==> config.mk <==
export PLATFORM = sky130hd
export DESIGN_NAME = read_burst_assembler
export DESIGN_NICKNAME = d
export VERILOG_FILES = /design/src/rtl/read_burst_assembler.sv
export SDC_FILE = /design/constraint.sdc
export NUM_CORES = 1
export LEC_CHECK = 0
export CAP_MARGIN = 5
export CORE_ASPECT_RATIO = 1.2
export CORE_UTILIZATION = 40
export DETAILED_ROUTE_END_ITERATION = 10
export GPL_ROUTABILITY_DRIVEN = 0
export PLACE_DENSITY = 0.56
export SYNTH_ARGS = -nofsm -noshare
export SYNTH_HDL_FRONTEND = slang
export SYNTH_SLANG_ARGS = --single-unit
==> constraint.sdc <==
create_clock -name clock -period 7.5 [get_ports clock]
set_input_delay 1.125 -clock clock [delete_from_list [all_inputs] [get_ports clock]]
set_output_delay 1.125 -clock clock [all_outputs]
set_load 0.1 [all_outputs]
==> src/rtl/read_burst_assembler.sv <==
// ============================================================================
// Module   : read_burst_assembler
// Brief    : Packs DDR rise/fall beat pairs into BL8/BC4 bursts, queued in a
//            small valid/ready output FIFO.
// Revision : 1.0 - initial release
// ============================================================================
`default_nettype none

module read_burst_assembler #(
  parameter int BW    = 8,
  parameter int BL    = 8,
  parameter int DEPTH = 2
) (
  input  logic              clock,
  input  logic              reset,
  input  logic              rd_start,
  input  logic              bc4,
  input  logic              data_valid,
  input  logic [BW-1:0]     data_rise,
  input  logic [BW-1:0]     data_fall,
  output logic [BW*BL-1:0]  out_data,
  output logic              out_chop,
  output logic              out_valid,
  input  logic              out_ready,
  output logic              busy,
  output logic              overflow
);

  localparam int WW = BW * BL;
  localparam int CW = $clog2(BL + 1);
  localparam int FW = $clog2(DEPTH + 1);
  localparam int PW = (DEPTH > 1) ? $clog2(DEPTH) : 1;

  typedef enum logic [0:0] {
    IDLE    = 1'b0,
    COLLECT = 1'b1
  } state_t;

  state_t          r_state;
  logic            r_chop;
  logic [CW-1:0]   r_cnt;
  logic [CW-1:0]   r_target;
  logic [WW-1:0]   r_asm;
  logic [WW-1:0]   w_asm_next;

  logic            w_new_chop;
  logic [CW-1:0]   w_new_target;
  logic            w_final;
  logic            w_pop;
  logic            w_full;
  logic            w_push;

  logic [WW-1:0]   r_mem      [DEPTH];
  logic            r_mem_chop [DEPTH];
  logic [PW-1:0]   r_rd_ptr;
  logic [PW-1:0]   r_wr_ptr;
  logic [FW-1:0]   r_count;
  logic            r_overflow;

  // Chop is only meaningful for a full BL8 configuration.
  assign w_new_chop   = bc4 && (BL == 8);
  assign w_new_target = w_new_chop ? CW'(4) : CW'(BL);

  assign w_final = (r_state == COLLECT) && data_valid &&
                   (({1'b0, r_cnt} + (CW+1)'(2)) == {1'b0, r_target});

  assign w_pop  = (r_count != '0) && out_ready;
  assign w_full = (r_count == FW'(DEPTH));
  assign w_push = w_final && (!w_full || w_pop);

  // Beat k lands at out_data[BW*(BL-k)-1 -: BW], first beat in the MSBs.
  always_comb begin
    w_asm_next = r_asm;
    for (int k = 0; k < BL; k++) begin
      if (k == int'(r_cnt))
        w_asm_next[BW*(BL-k)-1 -: BW] = data_rise;
      if (k == int'(r_cnt) + 1)
        w_asm_next[BW*(BL-k)-1 -: BW] = data_fall;
    end
  end

  function automatic logic [PW-1:0] ptr_inc(input logic [PW-1:0] p);
    if (p == PW'(DEPTH - 1))
      return '0;
    else
      return p + 1'b1;
  endfunction

  always_ff @(posedge clock) begin
    if (reset) begin
      r_state  <= IDLE;
      r_chop   <= 1'b0;
      r_cnt    <= '0;
      r_target <= '0;
      r_asm    <= '0;
    end else begin
      case (r_state)
        IDLE: begin
          if (rd_start) begin
            r_state  <= COLLECT;
            r_chop   <= w_new_chop;
            r_target <= w_new_target;
            r_cnt    <= '0;
            r_asm    <= '0;
          end
        end
        COLLECT: begin
          if (data_valid) begin
            if (w_final) begin
              // A start on the final pair chains straight into the next burst.
              if (rd_start) begin
                r_state  <= COLLECT;
                r_chop   <= w_new_chop;
                r_target <= w_new_target;
                r_cnt    <= '0;
                r_asm    <= '0;
              end else begin
                r_state  <= IDLE;
              end
            end else begin
              r_asm <= w_asm_next;
              r_cnt <= r_cnt + CW'(2);
            end
          end
        end
        default: r_state <= IDLE;
      endcase
    end
  end

  always_ff @(posedge clock) begin
    if (reset) begin
      for (int i = 0; i < DEPTH; i++) begin
        r_mem[i]      <= '0;
        r_mem_chop[i] <= 1'b0;
      end
      r_rd_ptr   <= '0;
      r_wr_ptr   <= '0;
      r_count    <= '0;
      r_overflow <= 1'b0;
    end else begin
      if (w_pop)
        r_rd_ptr <= ptr_inc(r_rd_ptr);
      // When full with a pop, wr_ptr equals rd_ptr: the slot being freed is reused.
      if (w_push) begin
        r_mem[r_wr_ptr]      <= w_asm_next;
        r_mem_chop[r_wr_ptr] <= r_chop;
        r_wr_ptr             <= ptr_inc(r_wr_ptr);
      end
      case ({w_push, w_pop})
        2'b10:   r_count <= r_count + 1'b1;
        2'b01:   r_count <= r_count - 1'b1;
        default: r_count <= r_count;
      endcase
      if (w_final && !w_push)
        r_overflow <= 1'b1;
    end
  end

  assign out_data  = r_mem[r_rd_ptr];
  assign out_chop  = r_mem_chop[r_rd_ptr];
  assign out_valid = (r_count != '0);
  assign busy      = (r_state == COLLECT);
  assign overflow  = r_overflow;

endmodule

`default_nettype wire
Word level (Yosys, flattened, before mapping)
Memories as Yosys holds them, arrays and structs flattened. A register that Yosys moved wholly into a read port is not among the register bits. Index checks and enable logic that the tools add are counted.

Flip-flop bits (word level): 79. Memory bits (writable): 130. Input bits: 22. Output and inout bits: 68. Word-level logic and storage cells: 109. Memories kept: 2.

Add/sub/neg operators: 7. Eq/ne operators: 20. Muxes and demuxes: 55. Bitwise operators: 1. Reduce and logical (&&, ||, !) cells: 15.

Memory list: r_mem (depth 2, width 64, read ports 1, clocked after Yosys merged registers in 1, wr ports 2, RTL line 53) `logic [WW-1:0] r_mem [DEPTH];`; r_mem_chop (depth 2, width 1, read ports 1, clocked after Yosys merged registers in 1, wr ports 2, RTL line 54) `logic r_mem_chop [DEPTH];`.

Operators by type and width (count): 64-bit two-way mux (4); 8-bit two-way mux (16); 64-bit one-hot mux with 2 select lines (1); 4-bit by 32-bit == test with 1-bit output, first input constant (3); 3-bit by 32-bit == test with 1-bit output, first input constant (2); 64-bit OR reduction (1); 2-bit by 32-bit == test with 1-bit output, first input constant (1); 32-bit logical NOT (1); 4-bit two-way mux (7); 1-bit two-way mux (22); 4-bit == test, first input constant (4); 4-bit one-hot mux with 2 select lines (2); 3-bit by 4-bit == test with 1-bit output, first input constant (2); 4-bit by 1-bit adder with 5-bit output, second input constant (1); 4-bit by 2-bit adder with 5-bit output, second input constant (1); 3-bit by 5-bit == test with 1-bit output, first input constant (1); 5-bit by 4-bit == test with 1-bit output (1); 1-bit logical AND (5); 4-bit by 2-bit adder with 4-bit output, second input constant (1); 2-bit == test, second input constant (2); 2-bit by 4-bit == test with 1-bit output, first input constant (1); 4-bit logical NOT (1); 1-bit one-hot mux with 2 select lines (2); 2-bit one-hot mux with 2 select lines (1); 12 further kinds (15).

Logic depth before layout (Yosys ltp)
Depth in word-level cells: 9. Gate-level depth with buffers: 8. Mapped depth without buffers: 8.

Worst setup path before layout
OpenSTA, ideal clock, no wires.

Kind: register to register. From: register r_cnt[1]. To: memory r_mem[0][0] in the netlist's numbering, enable pin. Library setup time: 0.502 ns. Arrival: 4.518 ns. Data required time: 6.998 ns. Path slack: 2.480 ns. Cell stages (with the launch flop): 6. Path buffers: 0. Period minus slack after synthesis: 5.020 ns. Path through: dfxtp_1 ha_1 xor3_1 nor4_2 nand2_1 o21bai_1.

RTL lines: from (decl) (RTL line 41) `logic [CW-1:0] r_cnt;`; from (signal assigned) (RTL line 122) `r_cnt <= r_cnt + CW'(2);`; to (decl) (RTL line 53).

==> results.toml <==
[yosys]
yosys.area.top_type = "edfxtp_1"
synth_edf_count = 130
avgSynthCellArea_um2 = 12.6
synth.ff_latch_count = 207
synthCells = 723
synthTopCellsByArea = "edfxtp_1 43%, dfxtp_1 17%, mux2_2 12%, o2bb2ai_1 6.3%, nor2_1 6.1%"
syn_area_mm2 = 0.00909
yosys_warnings = 0
synth_cell_types = 46
synthTopCellsByCount = "148 x nor2_1, 130 x edfxtp_1, 98 x mux2_2"
synth_top_area_share_pct = 42.9
synth_seq_area_share_pct = 59.9
synthFlopType = "edfxtp_1"
synthArstFlopShare_pct = 0
synth_nets = 747
yosysMostFrequentCell = "nor2_1"

[routing]
drtIter0Drc = 433
routed_wl_um = 22500
drc = 0
via_per_inst = 5.45
wire_per_inst_um = 20.6
ant_nets = 0
drt_first_pass_iters = 5
vias = 5955

[die]
io_pins = 90
row_count = 60
start_util_pct = 40.6
dieArea_mm2 = 0.0233
die_y_um = 167
core_area_mm2 = 0.0224
die_x_um = 140

[clock_network]
cts.reportedPaths.clkPinSlew_ns = 0.06
ctsHtreeMaxLevel = 1
cts.sinks = 207
clk_latency_ns = 0.51
cts_buffer_depth = 3
post_cts_buffers = 0
cts_resized = 0
postCtsHoldBufs = 0
cts_tree = "built"
cts_root_buffer = "clkbuf_16"
numCtsBuffers = 22

[status]
status = "completed"

[place]
io_buffers = 89
dp_slack_ns = 3.47
placed_area_mm2 = 0.0102
place_hpwl_um = 14000

[global_routing]
grt_max_degree = 67
grt_pass1_wl_um = 35100
gr-usage-met2_pct = 34.8
grt_usage_pct = 19.6
antenna_found_initial = 0
globalRouteOverflowTotal = 0
grt_pass1_vias = 6113
grt-busiest-layer = "met2"
grtUsageMet3_pct = 2.20
gr-usage-met1_pct = 24.9

[sta]
fin_ws_ns = 3.33
final_hold_viol_count = 0
slew_headroom_pct = 32.8
fmax_mhz = 240
period_needed_ns = 4.17
setup_viol = 0
fin_setup_tns_ns = 0
final.period_utilization_pct = 55.6
skew_ns = 0.0183
maxSlewViolCount = 0
worst_slew_pin_slew_ns = 1.00
rsz0062_at_grt = "false"

[power_and_ir_drop]
power_switching_uw = 686
power.total_mw = 2.61
share_seq_of_total_power_pct = 47.8
peakVddDrop_uv = 140
pwr-share-clk_pct = 40.6
p_comb_share_pct = 11.6
internal_power_mw = 1.93
switching_share_pct = 26.2
powerDensity_mw_per_mm2 = 239
p_leak_nw = 3.91

[job]
drv_cap = 0

[layout]
layout-drive-gt1-share_pct = 19.8
fillers = 2029
nNetsFinal = 823
syn_to_final_growth_pct = 20.2
design_area_mm2 = 0.0109
antenna_cells = 0
final_core_util_pct = 48.8

[min_path]
hp-class = "reg2reg"

[critical_path]
end_kind = "primary output"
crit_fanout = 65
worstPathArrival_ns = 3.05
setup.worst_path.class = "reg2out"
crit_required_ns = 6.38
start_kind = "flip-flop"
## through the flow
| stage | hold WS [ns] | std cells |
|---|---|---|
| floorplan | 0.427 | 723 |
| global placement | 0.439 | 1054 |
| detailed placement | 0.441 | 1054 |
| CTS | 0.460 | 1093 |
| global route | 0.469 | 1093 |
| finish | 0.457 | 1093 |
## critical path, cell delays in order (launching register included)
cell and delay (ns):
dfxtp_2 0.31, buf_4 0.68, mux2_2 0.34, clkdlybuf4s50_1 1.14
## logic make-up (layout without fill, tap and decap cells)
kind of cell,Yosys count,after routing,synth area share [%]
flip-flops,207,207,59.9
AND/OR/NAND/NOR,207,207,10.2
multiplexers,139,139,16.7
AO/OA/AOI/OAI,109,109,9.36
buffers and inverters,53,144,2.84
XOR/XNOR,6,6,0.743
adder cells (fa/ha/maj),2,2,0.275
## worst paths after layout
check	from	endpoint	slack, ns	depth (start not counted)
max	flip-flop	out_data[55]	3.33	3
min reg2reg	r_asm[48]$_SDFFE_PP0P_	r_asm[48]$_SDFFE_PP0P_	0.46	1
min	r_asm[48]$_SDFFE_PP0P_	r_asm[48]$_SDFFE_PP0P_	0.46	1
max reg2reg	r_cnt[1]$_SDFFE_PP0P_	r_mem[0][12]$_SDFFCE_PN0P_	3.49	6
## state kept, by name, indices dropped and copies added (netlist names), named ones only
| name | count |
|---|---|
| r_mem | 128 |
| r_wr_ptr | 1 |
| r_cnt | 4 |
| r_asm | 64 |
| busy | 1 |
| r_target | 2 |
| r_rd_ptr | 1 |
| r_count | 2 |
| overflow | 1 |
| r_mem_chop | 2 |
## power groups by stage
| stage | Combinational [mW] | Sequential (mW) | Clock (mW) |
|---|---|---|---|
| finish | 0.302 | 1.25 | 1.06 |
| global route | 0.315 | 1.25 | 1.12 |
| CTS | 0.304 | 1.25 | 1.08 |
| detailed placement | 0.304 | 1.27 | 0 |
| global placement | 0.301 | 1.27 | 0 |
| floorplan | 0.219 | 1.28 | 0 |
## metal layers
| metal | routed length [um] | vias to the layer above |
|---|---|---|
| met5 | 0 | - |
| met4 | 518 | 0 |
| met3 | 871 | 37 |
| met2 | 11400 | 142 |
| met1 | 9760 | 2984 |
| li1 | - | 2792 |
## layout by cell type, fill, tap and decap left out, drive strengths merged, types with 8 or more instances in the layout
master         synthesis  routed
clkdlybuf4s50          0      89
mux2i                 41      41
clkbuf                21      26
nand2                 27      27
nor2                 148     148
dfxtp                 77      77
o21ai                 25      25
mux2                  98      98
a21oi                  9       9
buf                   29      13
o2bb2ai               65      65
clkinv                 0       8
edfxtp               130     130
## cell type report
class | count | area, um2 | share of cell area (%)
sequential | 207 | 5450 | 49.9
multi-input combinational | 463 | 3430 | 31.4
timing repair buffer | 102 | 988 | 9.05
clock buffer | 26 | 566 | 5.18
tap | 279 | 349 | 3.20
clock inverter | 13 | 134 | 1.23
inverter | 3 | 11.3 | 0.103
Note: power is estimated with default switching activity, not from simulation.
